File: config.mk
export PLATFORM = sky130hd
export DESIGN_NAME = fb_arbiter
export DESIGN_NICKNAME = d
export VERILOG_FILES = /design/src/rtl/fb_pkg.sv /design/src/rtl/fb_scan_addr.sv /design/src/rtl/fb_arbiter.sv
export SDC_FILE = /design/constraint.sdc
export NUM_CORES = 1
export LEC_CHECK = 0
export ABC_CLOCK_PERIOD_IN_PS = 9500
export CAP_MARGIN = 20
export CORE_MARGIN = 8
export CORE_UTILIZATION = 49
export CTS_BUF_LIST = sky130_fd_sc_hd__clkbuf_8
export CTS_CLUSTER_DIAMETER = 60
export CTS_CLUSTER_SIZE = 14
export DETAILED_ROUTE_END_ITERATION = 7
export PLACE_DENSITY_LB_ADDON = 0.3
export SYNTH_ARGS = -nofsm -noshare
export SYNTH_HDL_FRONTEND = slang
export SYNTH_HIERARCHICAL = 1
export SYNTH_SLANG_ARGS = --single-unit
export TNS_END_PERCENT = 100
File: constraint.sdc
create_clock -name CLOCK_50 -period 9.5 [get_ports CLOCK_50]
set_input_delay 1.9 -clock CLOCK_50 [delete_from_list [all_inputs] [get_ports CLOCK_50]]
set_output_delay 1.9 -clock CLOCK_50 [all_outputs]
set_load 0.01 [all_outputs]
File: src/rtl/fb_pkg.sv
// Shared geometry, VGA active-area origin and state encodings for the
// framebuffer arbiter slice.
package fb_pkg;

  localparam int FB_W     = 160;
  localparam int FB_H     = 120;
  localparam int SCALE    = 4;
  localparam int COLOR_W  = 8;
  localparam int ADDR_W   = 15;
  localparam int H_ORIGIN = 145;
  localparam int V_ORIGIN = 36;
  localparam int FB_SIZE  = FB_W * FB_H;

  typedef enum logic {IDLE, CLEAR} clr_state_e;
  typedef enum logic {GNT_DRAW, GNT_CLEAR} grant_e;

endpackage

File: src/rtl/fb_scan_addr.sv
// Maps the VGA beam position to a framebuffer address; outside the active
// area the fetch is flagged blank and the address parks at 0.
module fb_scan_addr #(
  parameter int FB_W   = fb_pkg::FB_W,
  parameter int SCALE  = fb_pkg::SCALE,
  parameter int ADDR_W = fb_pkg::ADDR_W
) (
  input  logic [10:0]       x,
  input  logic [10:0]       y,
  input  logic              ativo_vga,
  output logic [ADDR_W-1:0] addr,
  output logic              blank
);
  import fb_pkg::*;

  localparam int SHIFT = $clog2(SCALE);

  logic [10:0] dx;
  logic [10:0] dy;
  logic [10:0] col;
  logic [10:0] row;

  // NOTE: every output of a combinational block gets a default first, so no
  // path leaves it unassigned and no latch is inferred.
  always_comb begin
    dx    = x - 11'(H_ORIGIN);
    dy    = y - 11'(V_ORIGIN);
    col   = dx >> SHIFT;
    row   = dy >> SHIFT;
    blank = !ativo_vga;
    addr  = '0;
    if (ativo_vga) begin
      addr = ADDR_W'(row) * ADDR_W'(FB_W) + ADDR_W'(col);
    end
  end

endmodule

File: src/rtl/fb_arbiter.sv
// Single-port framebuffer scheduler: read slots feed VGA scan-out, write slots
// are shared round-robin between the drawing port and the screen-clear engine.
module fb_arbiter #(
  parameter int FB_W    = fb_pkg::FB_W,
  parameter int FB_H    = fb_pkg::FB_H,
  parameter int SCALE   = fb_pkg::SCALE,
  parameter int COLOR_W = fb_pkg::COLOR_W,
  parameter int ADDR_W  = fb_pkg::ADDR_W
) (
  input  logic               CLOCK_50,
  input  logic               reset,
  input  logic               pix_phase,
  input  logic [10:0]        x,
  input  logic [10:0]        y,
  input  logic               ativo_vga,
  output logic [COLOR_W-1:0] pixel_out,
  input  logic               wr_req,
  input  logic [ADDR_W-1:0]  wr_addr,
  input  logic [COLOR_W-1:0] wr_data,
  output logic               wr_ack,
  input  logic               clr_start,
  input  logic [COLOR_W-1:0] clr_color,
  output logic               clr_busy,
  output logic               clr_done,
  output logic [ADDR_W-1:0]  mem_addr,
  output logic               mem_we,
  output logic [COLOR_W-1:0] mem_wdata,
  input  logic [COLOR_W-1:0] mem_rdata
);
  import fb_pkg::*;

  localparam int                CELLS     = FB_W * FB_H;
  localparam logic [ADDR_W-1:0] LAST_ADDR = ADDR_W'(CELLS - 1);

  logic [ADDR_W-1:0] scan_addr;
  logic              scan_blank;

  fb_scan_addr #(.FB_W(FB_W), .SCALE(SCALE), .ADDR_W(ADDR_W)) u_scan (
    .x         (x),
    .y         (y),
    .ativo_vga (ativo_vga),
    .addr      (scan_addr),
    .blank     (scan_blank)
  );

  clr_state_e        state_q, state_d;
  grant_e            last_grant_q, last_grant_d;
  logic [ADDR_W-1:0] clr_ptr_q, clr_ptr_d;
  logic [COLOR_W-1:0] clr_color_q, clr_color_d;
  logic              clr_done_q, clr_done_d;
  logic              blank_q, blank_d;
  logic [COLOR_W-1:0] pixel_q, pixel_d;

  logic   clr_active;
  logic   grant_vld;
  grant_e grant;
  logic   wr_in_range;

  assign clr_active  = (state_q == CLEAR);
  assign wr_in_range = 32'(wr_addr) < 32'(CELLS);

  // A tie goes to whoever lost the previous write slot.
  always_comb begin
    grant_vld = 1'b0;
    grant     = last_grant_q;
    if (pix_phase && !reset) begin
      if (wr_req && clr_active) begin
        grant_vld = 1'b1;
        grant     = (last_grant_q == GNT_CLEAR) ? GNT_DRAW : GNT_CLEAR;
      end else if (wr_req) begin
        grant_vld = 1'b1;
        grant     = GNT_DRAW;
      end else if (clr_active) begin
        grant_vld = 1'b1;
        grant     = GNT_CLEAR;
      end
    end
  end

  always_comb begin
    mem_addr  = '0;
    mem_we    = 1'b0;
    mem_wdata = '0;
    wr_ack    = 1'b0;
    if (!reset) begin
      if (!pix_phase) begin
        mem_addr = scan_addr;
      end else if (grant_vld && grant == GNT_DRAW) begin
        wr_ack = 1'b1;
        if (wr_in_range) begin
          mem_we    = 1'b1;
          mem_addr  = wr_addr;
          mem_wdata = wr_data;
        end
      end else if (grant_vld) begin
        mem_we    = 1'b1;
        mem_addr  = clr_ptr_q;
        mem_wdata = clr_color_q;
      end
    end
  end

  always_comb begin
    state_d      = state_q;
    clr_ptr_d    = clr_ptr_q;
    clr_color_d  = clr_color_q;
    clr_done_d   = 1'b0;
    last_grant_d = grant_vld ? grant : last_grant_q;
    blank_d      = pix_phase ? blank_q : scan_blank;
    pixel_d      = pixel_q;
    if (pix_phase) begin
      pixel_d = blank_q ? '0 : mem_rdata;
    end
    case (state_q)
      IDLE: begin
        if (clr_start) begin
          state_d     = CLEAR;
          clr_ptr_d   = '0;
          clr_color_d = clr_color;
        end
      end
      CLEAR: begin
        if (grant_vld && grant == GNT_CLEAR) begin
          clr_ptr_d = clr_ptr_q + ADDR_W'(1);
          if (clr_ptr_q == LAST_ADDR) begin
            state_d    = IDLE;
            clr_ptr_d  = '0;
            clr_done_d = 1'b1;
          end
        end
      end
      default: state_d = IDLE;
    endcase
  end

  // NOTE: sequential state uses non-blocking assignments so every flop
  // samples the pre-edge value of its inputs regardless of statement order.
  always_ff @(posedge CLOCK_50) begin
    if (reset) begin
      state_q      <= IDLE;
      last_grant_q <= GNT_CLEAR;
      clr_ptr_q    <= '0;
      clr_color_q  <= '0;
      clr_done_q   <= 1'b0;
      blank_q      <= 1'b1;
      pixel_q      <= '0;
    end else begin
      state_q      <= state_d;
      last_grant_q <= last_grant_d;
      clr_ptr_q    <= clr_ptr_d;
      clr_color_q  <= clr_color_d;
      clr_done_q   <= clr_done_d;
      blank_q      <= blank_d;
      pixel_q      <= pixel_d;
    end
  end

  assign pixel_out = pixel_q;
  assign clr_busy  = clr_active;
  assign clr_done  = clr_done_q;

endmodule

; ---- After elaboration in Yosys (flattened, before gate mapping)
; Cells that the tools add are included.
[op_classes]
multipliers = 1
n_eq_ne = 3
n_addsub = 4
bitwise_logic = 3
order_cmp = 1
muxes = 38
n_reduce_logical = 9
[op_table]
columns = operator, n
row1 = 2-to-1 mux 15 bit, 9
row2 = 2-to-1 mux 8 bit, 6
row3 = case mux 15 bit (2 select lines), 1
row4 = 2-to-1 mux 1 bit, 21
row5 = "adder 15 x 1 -> 15 bit, second input constant", 1
row6 = adder 15 x 9 -> 15 bit, 1
row7 = "equality test 15 bit, second input constant", 1
row8 = "less-than comparator 15 bit, second input constant", 1
row9 = "subtractor 11 x 6 -> 11 bit, second input constant", 1
row10 = "subtractor 11 x 8 -> 11 bit, second input constant", 1
row11 = "multiplier 9 x 3 -> 10 bit, second input constant", 1
row12 = logical AND 1 bit, 4
row13 = AND reduction 2 bit, 2
row14 = NOT 1 bit, 3
row15 = OR reduction 3 bit, 1
row16 = logical NOT 1 bit, 2
row17 = "!= test 2 x 1 -> 1 bit, second input constant", 1
row18 = "!= test 2 bit, second input constant", 1
row19 = case mux 1 bit (2 select lines), 1
[totals]
output_inout_bits = 35
inputBits = 67
word_cells = 66
regBits = 35

; ---- Logic depth before layout (Yosys ltp)
; Gate-level depths: netlist of run 1.
[depth]
ltp_word = 9
ltp_mapped = 18
depth_no_buf = 18

; ---- By module
; The synthesis of run 1 kept the hierarchy.
[by_module_without_submodules]
columns = module, cells_each, seq_area_each_um2, n_inst, area_per_inst_um2
row1 = fb_arbiter, 271, 700.7, 1, 2088.3
row2 = fb_scan_addr, 139, 0.0, 1, 1019.7

; ---- Least setup slack after synthesis of run 1
; No wires, ideal clock.
[synth_path]
path_type = input to output
start = input x[2]
end = output mem_addr[12]
n_path_buf = 0
t_required_ps = 7600
stages = 16
slack_ps = 2883
arrival_ps = 4717
path_cell_list = nor4_1 and2b_1 nor3_1 nand2b_1 xor2_1 ha_1 a21o_1 a21oi_1 nor2b_1 nor2_1 and3b_1 xnor2_1 and2_1 nor2b_1 a21oi_1 a21oi_1
[synth_via]
elab_chain_cells = 5
[synth_rtl]
columns = element, line
row1 = "start, declared", fb_arbiter.sv:13  ; input logic [10:0] x,
row2 = subtractor 11 x 8 -> 11 bit, fb_scan_addr.sv:26  ; dx = x - 11'(H_ORIGIN);
row3 = adder 15 x 9 -> 15 bit, fb_scan_addr.sv:33  ; addr = ADDR_W'(row) * ADDR_W'(FB_W) + ADDR_W'(col);
row4 = 2-to-1 mux 15 bit, fb_scan_addr.sv:32  ; if (ativo_vga) begin
row5 = via scan_addr[12], fb_arbiter.sv:35  ; logic [ADDR_W-1:0] scan_addr;
row6 = 2-to-1 mux 15 bit, fb_arbiter.sv:86  ; if (!pix_phase) begin
row7 = 2-to-1 mux 15 bit, fb_arbiter.sv:85  ; if (!reset) begin
row8 = "end, declared", fb_arbiter.sv:25  ; output logic [ADDR_W-1:0] mem_addr,
; The timed path passes the listed nets, and every way through them passes these cells.

; ---- Worst setup path in the final report of run 1
[layout_path]
start = input x[3]
end = output mem_addr[12]
; The elaborated chain is that of the path after synthesis.

==> flow_summary.json, run 1 <==
{
  "worstSkewPairLatency_ns": 0.29,
  "route.detailed.drc": 0,
  "synth_top_area_share_pct": 22.54,
  "hp-class": "reg -> reg",
  "io_pins": 102,
  "grt_max_degree": 32,
  "worst_slack_ns": 1.517,
  "maxSlewHeadroom_pct": 41.98,
  "diodes": 0,
  "criticalPathCategory": "in -> out",
  "worstPathArrival_ns": 6.08,
  "cts-root-to-sink-buffers": 2,
  "gp_congestion": 0.8809,
  "synth_edf_count": 0,
  "cts_tree": "built",
  "yosysTopAreaCell": "dfxtp_1",
  "hold_viol": 0,
  "maxCapViolCount": 0,
  "synth_cell_types": 68,
  "post-place-ws_ns": 1.555,
  "outcome": "finished clean",
  "synthesis.nets": 494,
  "ys_warn_count": 6,
  "synth-main-ff-cell": "dfxtp_1",
  "post_cts_resized": 0,
  "clkSlewWorstSetupHoldPaths_ns": 0.07,
  "rsz0062_at_grt": "false",
  "grt_overflow_total": 0,
  "nNetsFinal": 579,
  "drive_above_1_share_pct": 4.234,
  "syn_inst": 410,
  "postCtsSetupRepairBufs": 0,
  "wirelength_um": 9266,
  "die_w_um": 95.64,
  "netlist_area_um2": 3108,
  "grt_pass1_wl_um": 15180,
  "clock-root-buffer": "clkbuf_8",
  "post_drt_via_cell_ratio": 5.803,
  "slew_violations": 0,
  "hold_depth": 2,
  "crit_fanout": 4,
  "layout_min_cycle_time_ns": 7.983,
  "fin_skew_ns": 0.004430,
  "worstMarginPinSlew_ns": 0.8703,
  "place_hpwl_um": 7340,
  "grt_usage_pct": 20.17,
  "h-tree-depth": 2,
  "vias": 3325,
  "start_kind": "primary input",
  "io_buffers": 99,
  "cts_hold_buf": 0,
  "antenna_found_initial": 0,
  "fmax_ghz": 0.1253,
  "syn_to_final_growth_pct": 33.57,
  "p_leak_nw": 1.520,
  "synth-seq-cells": 35,
  "ys_top_cells_by_area": "dfxtp_1 (23%), ha_1 (6.0%), a21oi_1 (5.5%)",
  "async_flop_share_pct": 0,
  "cts_buffers": 5,
  "start_util_pct": 49.80,
  "first_pass_iters": 4,
  "ys_seq_area_share_pct": 22.54,
  "grt_pass1_vias": 3269,
  "die_area_um2": 9147,
  "ant_nets": 0,
  "setup_viol_count_final": 0,
  "p_total_w": 0.0004381,
  "drt_iter0_drc": 162,
  "final_core_util_pct": 66.52,
  "period_share_pct": 84.03,
  "wire_per_inst_um": 16.17,
  "fin_tns_setup_ns": 0,
  "fp.coreArea_um2": 6241,
  "avgSynthCellArea_um2": 7.580,
  "cp.required_ns": 7.60,
  "ir_worst_vdd_v": 0.00007900,
  "worstSetupEndpointType": "output pin",
  "reg2reg_depth": 5,
  "die_h_um": 95.64,
  "p_per_area_nw_per_um2": 105.5,
  "cts_sinks": 35,
  "fp-row-count": 29
}
## synth_stat cells, drive strengths merged, types with 4 or more instances
library cell	count
nand2	40
nor2	36
dfxtp	35
a21oi	34
o21ai	19
nor2b	16
ha	15
xnor2	14
buf	13
inv	13
nand2b	12
clkbuf	11
xor2	11
nand3	10
o22ai	10
a31oi	9
nand4	9
a211oi	8
a22o	8
and2	8
nor3	8
a32oi	5
nand3b	5
a21o	4
a41oi	4
and3	4
o21a	4
or3	4
## cell usage in the layout, fill, tap and decap left out, drive strengths merged, types with 9 or more instances in the layout
cell / instances
clkdlybuf4s50: 99
nand2: 40
nor2: 36
dfxtp: 35
a21oi: 34
o21ai: 19
nor2b: 16
ha: 15
inv: 15
xnor2: 14
nand2b: 12
xor2: 11
o22ai: 10
nand3: 10
nand4: 9
a31oi: 9
## layer usage
metal  up-vias  part of all wire (%)  global-route usage [%]
li1       1663                     -                       -
met1      1522                    43                   24.55
met2       128                    47                   34.06
met3        12                   8.7                   5.984
met4         0                   1.3                   4.609
met5         -                     0                       0
## per-stage QoR
step           instances  hold slack [ns]  area, um^2
2_1_floorplan        410           0.4363        3108
3_3_place_gp         565           0.4422        4070
3_5_place_dp         565           0.4502        4070
4_1_cts              573           0.4596        4151
5_1_grt              573           0.4877        4151
6_report             573           0.4558        4151
## registers in the layout, summed over array words and instances (netlist names)
register / count
clr_busy: 1
clr_done: 1
blank_q: 1
pixel_out: 8
clr_color_q: 8
clr_ptr_q: 15
last_grant_q: 1
## cell type report
cell class | count | area [um^2]
Fill cell | 542 | 2090
Sequential cell | 35 | 700.7
Inverter | 13 | 48.80
Multi-Input combinational cell | 338 | 2211
Timing Repair Buffer | 102 | 1013
Tap cell | 77 | 96.34
Clock buffer | 5 | 68.82
Clock inverter | 3 | 12.51
## power by group
group	switching, W	leakage [nW]	internal [W]
logic	0.0000907	1.19	0.0000920
registers	0.00000234	0.284	0.000150
clock network	0.0000536	0.0505	0.0000493
total	0.000147	1.52	0.000291
## worst max-delay path, cell delays in order
cell	delay, ns
clkdlybuf4s50_1	0.44
nor4_1	0.35
and2b_1	0.27
nor3_1	0.28
nand2b_1	0.19
xor2_1	0.25
ha_1	0.29
a21o_1	0.16
a21oi_1	0.17
nor2b_1	0.08
nor2_1	0.22
and3b_1	0.22
xnor2_1	0.12
and2_1	0.13
nor2b_1	0.14
a21oi_1	0.06
a21oi_1	0.21
clkdlybuf4s50_1	0.58
## cells by family after synthesis
logic type | synth area share [%]
simple gates | 29.03
compound gates | 26.41
buf+inv | 6.320
flops | 22.54
xor+xnor | 7.045
fa+ha+maj | 7.327
mux | 1.329
## worst paths after layout
check	startpoint	to	slack, ns
setup / recovery	x[3]	mem_addr[12]	1.52
hold reg to reg	clr_color_q[2]	clr_color_q[2]	0.46
setup reg to reg	clr_ptr_q[0]	clr_ptr_q[12]	7.11
hold / removal	clr_color_q[2]	clr_color_q[2]	0.46
Power figures use the tool's default switching activity.
==> inputs of run 2 (changes only) <==
--- a/config.mk
+++ b/config.mk
@@ -5,10 +5,10 @@
 export SDC_FILE = /design/constraint.sdc
 export NUM_CORES = 1
 export LEC_CHECK = 0
-export ABC_CLOCK_PERIOD_IN_PS = 9500
+export ABC_CLOCK_PERIOD_IN_PS = 7700
 export CAP_MARGIN = 20
 export CORE_MARGIN = 8
-export CORE_UTILIZATION = 49
+export CORE_UTILIZATION = 48
 export CTS_BUF_LIST = sky130_fd_sc_hd__clkbuf_8
 export CTS_CLUSTER_DIAMETER = 60
 export CTS_CLUSTER_SIZE = 14
==> constraint.sdc (replaced) <==
create_clock -name CLOCK_50 -period 7.7 [get_ports CLOCK_50]
set_input_delay 1.54 -clock CLOCK_50 [delete_from_list [all_inputs] [get_ports CLOCK_50]]
set_output_delay 1.54 -clock CLOCK_50 [all_outputs]
set_load 0.01 [all_outputs]
==> run 2 against run 1 <==
Effect of this change:
- sequential cell count stayed put
- cell count fell by 0.17%
- sequential share of layout area is essentially flat
- clock power up 33%
- worst hold slack gained 0.0040 ns
- critical path depth is the same
- routed wire length hardly changed
- non-clock buffer count unchanged
- count of clock-buffer cells in the layout grew 1
- critical path type unchanged
==> flow_summary.json, run 2 (same netlist as run 1, synthesis figures left out) <==
{
  "hp-class": "reg -> reg",
  "gp_congestion": 0.9197,
  "outcome": "finished clean",
  "place_hpwl_um": 7227,
  "route.detailed.drc": 0,
  "cts_buffers": 5,
  "first_pass_iters": 5,
  "drt_iter0_drc": 176,
  "start_kind": "primary input",
  "worstPathArrival_ns": 5.69,
  "die_area_um2": 9306,
  "fillerInstances": 561,
  "start_util_pct": 49.23,
  "grt_max_degree": 26,
  "io_pins": 102,
  "post_drt_via_cell_ratio": 5.792,
  "crit_fanout": 4,
  "wire_per_inst_um": 16.20,
  "finalNonFillerCells": 572,
  "final_common_cell": "clkdlybuf4s50_1",
  "die_h_um": 96.47,
  "fin_area_um2": 4158,
  "grt_pass1_wl_um": 14980,
  "maxSlewHeadroom_pct": 35.71,
  "diodes": 0,
  "cts-root-to-sink-buffers": 2,
  "slew_violations": 0,
  "maxCapViolCount": 0,
  "h-tree-depth": 2,
  "fp-row-count": 29,
  "worstMarginPinSlew_ns": 0.9643,
  "p_per_area_nw_per_um2": 132.2,
  "cts_sinks": 35,
  "cts_hold_buf": 0,
  "drive_above_1_share_pct": 4.444,
  "largest_reg_flops": 15,
  "fmax_ghz": 0.1384,
  "cp.required_ns": 6.16,
  "io_buffers": 99,
  "p_leak_nw": 1.517,
  "die_w_um": 96.47,
  "post_cts_resized": 0,
  "clock-root-buffer": "clkbuf_8",
  "layout_min_cycle_time_ns": 7.227,
  "period_share_pct": 93.86,
  "grt_overflow_total": 0,
  "hold_viol": 0,
  "postCtsSetupRepairBufs": 0,
  "nNetsFinal": 579,
  "grt_usage_pct": 20.09,
  "ir_worst_vdd_v": 0.0001063,
  "largest-register": "clr_ptr_q",
  "grt_pass1_vias": 3225,
  "place_area_um2": 4070,
  "post-place-ws_ns": 0.4872,
  "fp.coreArea_um2": 6314,
  "worstSetupEndpointType": "output pin",
  "wirelength_um": 9264,
  "p_total_w": 0.0005498,
  "worstSkewPairLatency_ns": 0.29,
  "rsz0062_at_grt": "false",
  "criticalPathCategory": "in -> out",
  "dp_cells": 565,
  "vias": 3313,
  "setup_viol_count_final": 0,
  "syn_to_final_growth_pct": 33.78,
  "ant_nets": 0,
  "final_cell_mix": "clkdlybuf4s50_1 (99), nand2_1 (40), dfxtp_1 (35)",
  "fin_skew_ns": 0.009532,
  "fin_tns_setup_ns": 0,
  "worst_slack_ns": 0.4729,
  "antenna_found_initial": 0,
  "cts_tree": "built",
  "clkSlewWorstSetupHoldPaths_ns": 0.07
}
[run 2: changes by cell type in the layout (fill, tap and decap cells not counted)]
cell / before / now
clkbuf_8: 5 / 6
inv_1: 14 / 12
[run 2: power breakdown]
| group | switching [W] | internal (W) | total, W |
|---|---|---|---|
| sequential | 0.00000297 | 0.000185 | 0.000188 |
| combinational | 0.000111 | 0.000114 | 0.000224 |
| clock | 0.0000673 | 0.0000702 | 0.000137 |
[run 2: cell type report]
cell class,count,area (um^2),area share [%]
tap,77,96.34,2.317
timing repair buffer,102,1013,24.38
clock buffer,6,82.58,1.986
multi-input combinational,338,2211,53.17
clock inverter,1,5.005,0.1204
inverter,13,48.80,1.174
sequential,35,700.7,16.85
[run 2: critical path: stages]
cell and delay [ns]:
clkdlybuf4s50_1 0.44, nor4_1 0.33, and2b_1 0.27, nor3_1 0.29, nand2b_1 0.19, xor2_1 0.26, ha_1 0.28, a21o_1 0.15
a21oi_1 0.18, nor2b_1 0.08, nor2_1 0.21, and3b_1 0.23, xnor2_1 0.11, and2_1 0.13, nor2b_1 0.17, a21oi_1 0.05
a21oi_1 0.20, clkdlybuf4s50_1 0.57
[run 2: layer usage]
| layer | up-vias | part of all wire (%) | track usage [%] |
|---|---|---|---|
| li1 | 1666 | - | - |
| met1 | 1524 | 44 | 24.95 |
| met2 | 110 | 46 | 32.69 |
| met3 | 13 | 8.3 | 5.873 |
| met4 | 0 | 1.7 | 6.179 |
| met5 | - | 0 | 0 |
[run 2: through the flow]
stage          util (%)  hold WS (ns)
6_report          65.85        0.4598
5_1_grt           65.85        0.4844
3_3_place_gp      64.47        0.4458
4_1_cts           65.85        0.4622
3_5_place_dp      64.47        0.4527
2_1_floorplan         -        0.4363
[run 2: path summary, 6_finish.rpt]
kind,startpoint,end,slack (ns),depth (start not counted)
hold / removal,clr_color_q[2],clr_color_q[2],0.46,2
setup / recovery,x[3],mem_addr[12],0.47,18
setup reg to reg,clr_ptr_q[0],clr_ptr_q[9],5.35,5
hold reg to reg,clr_color_q[2],clr_color_q[2],0.46,2
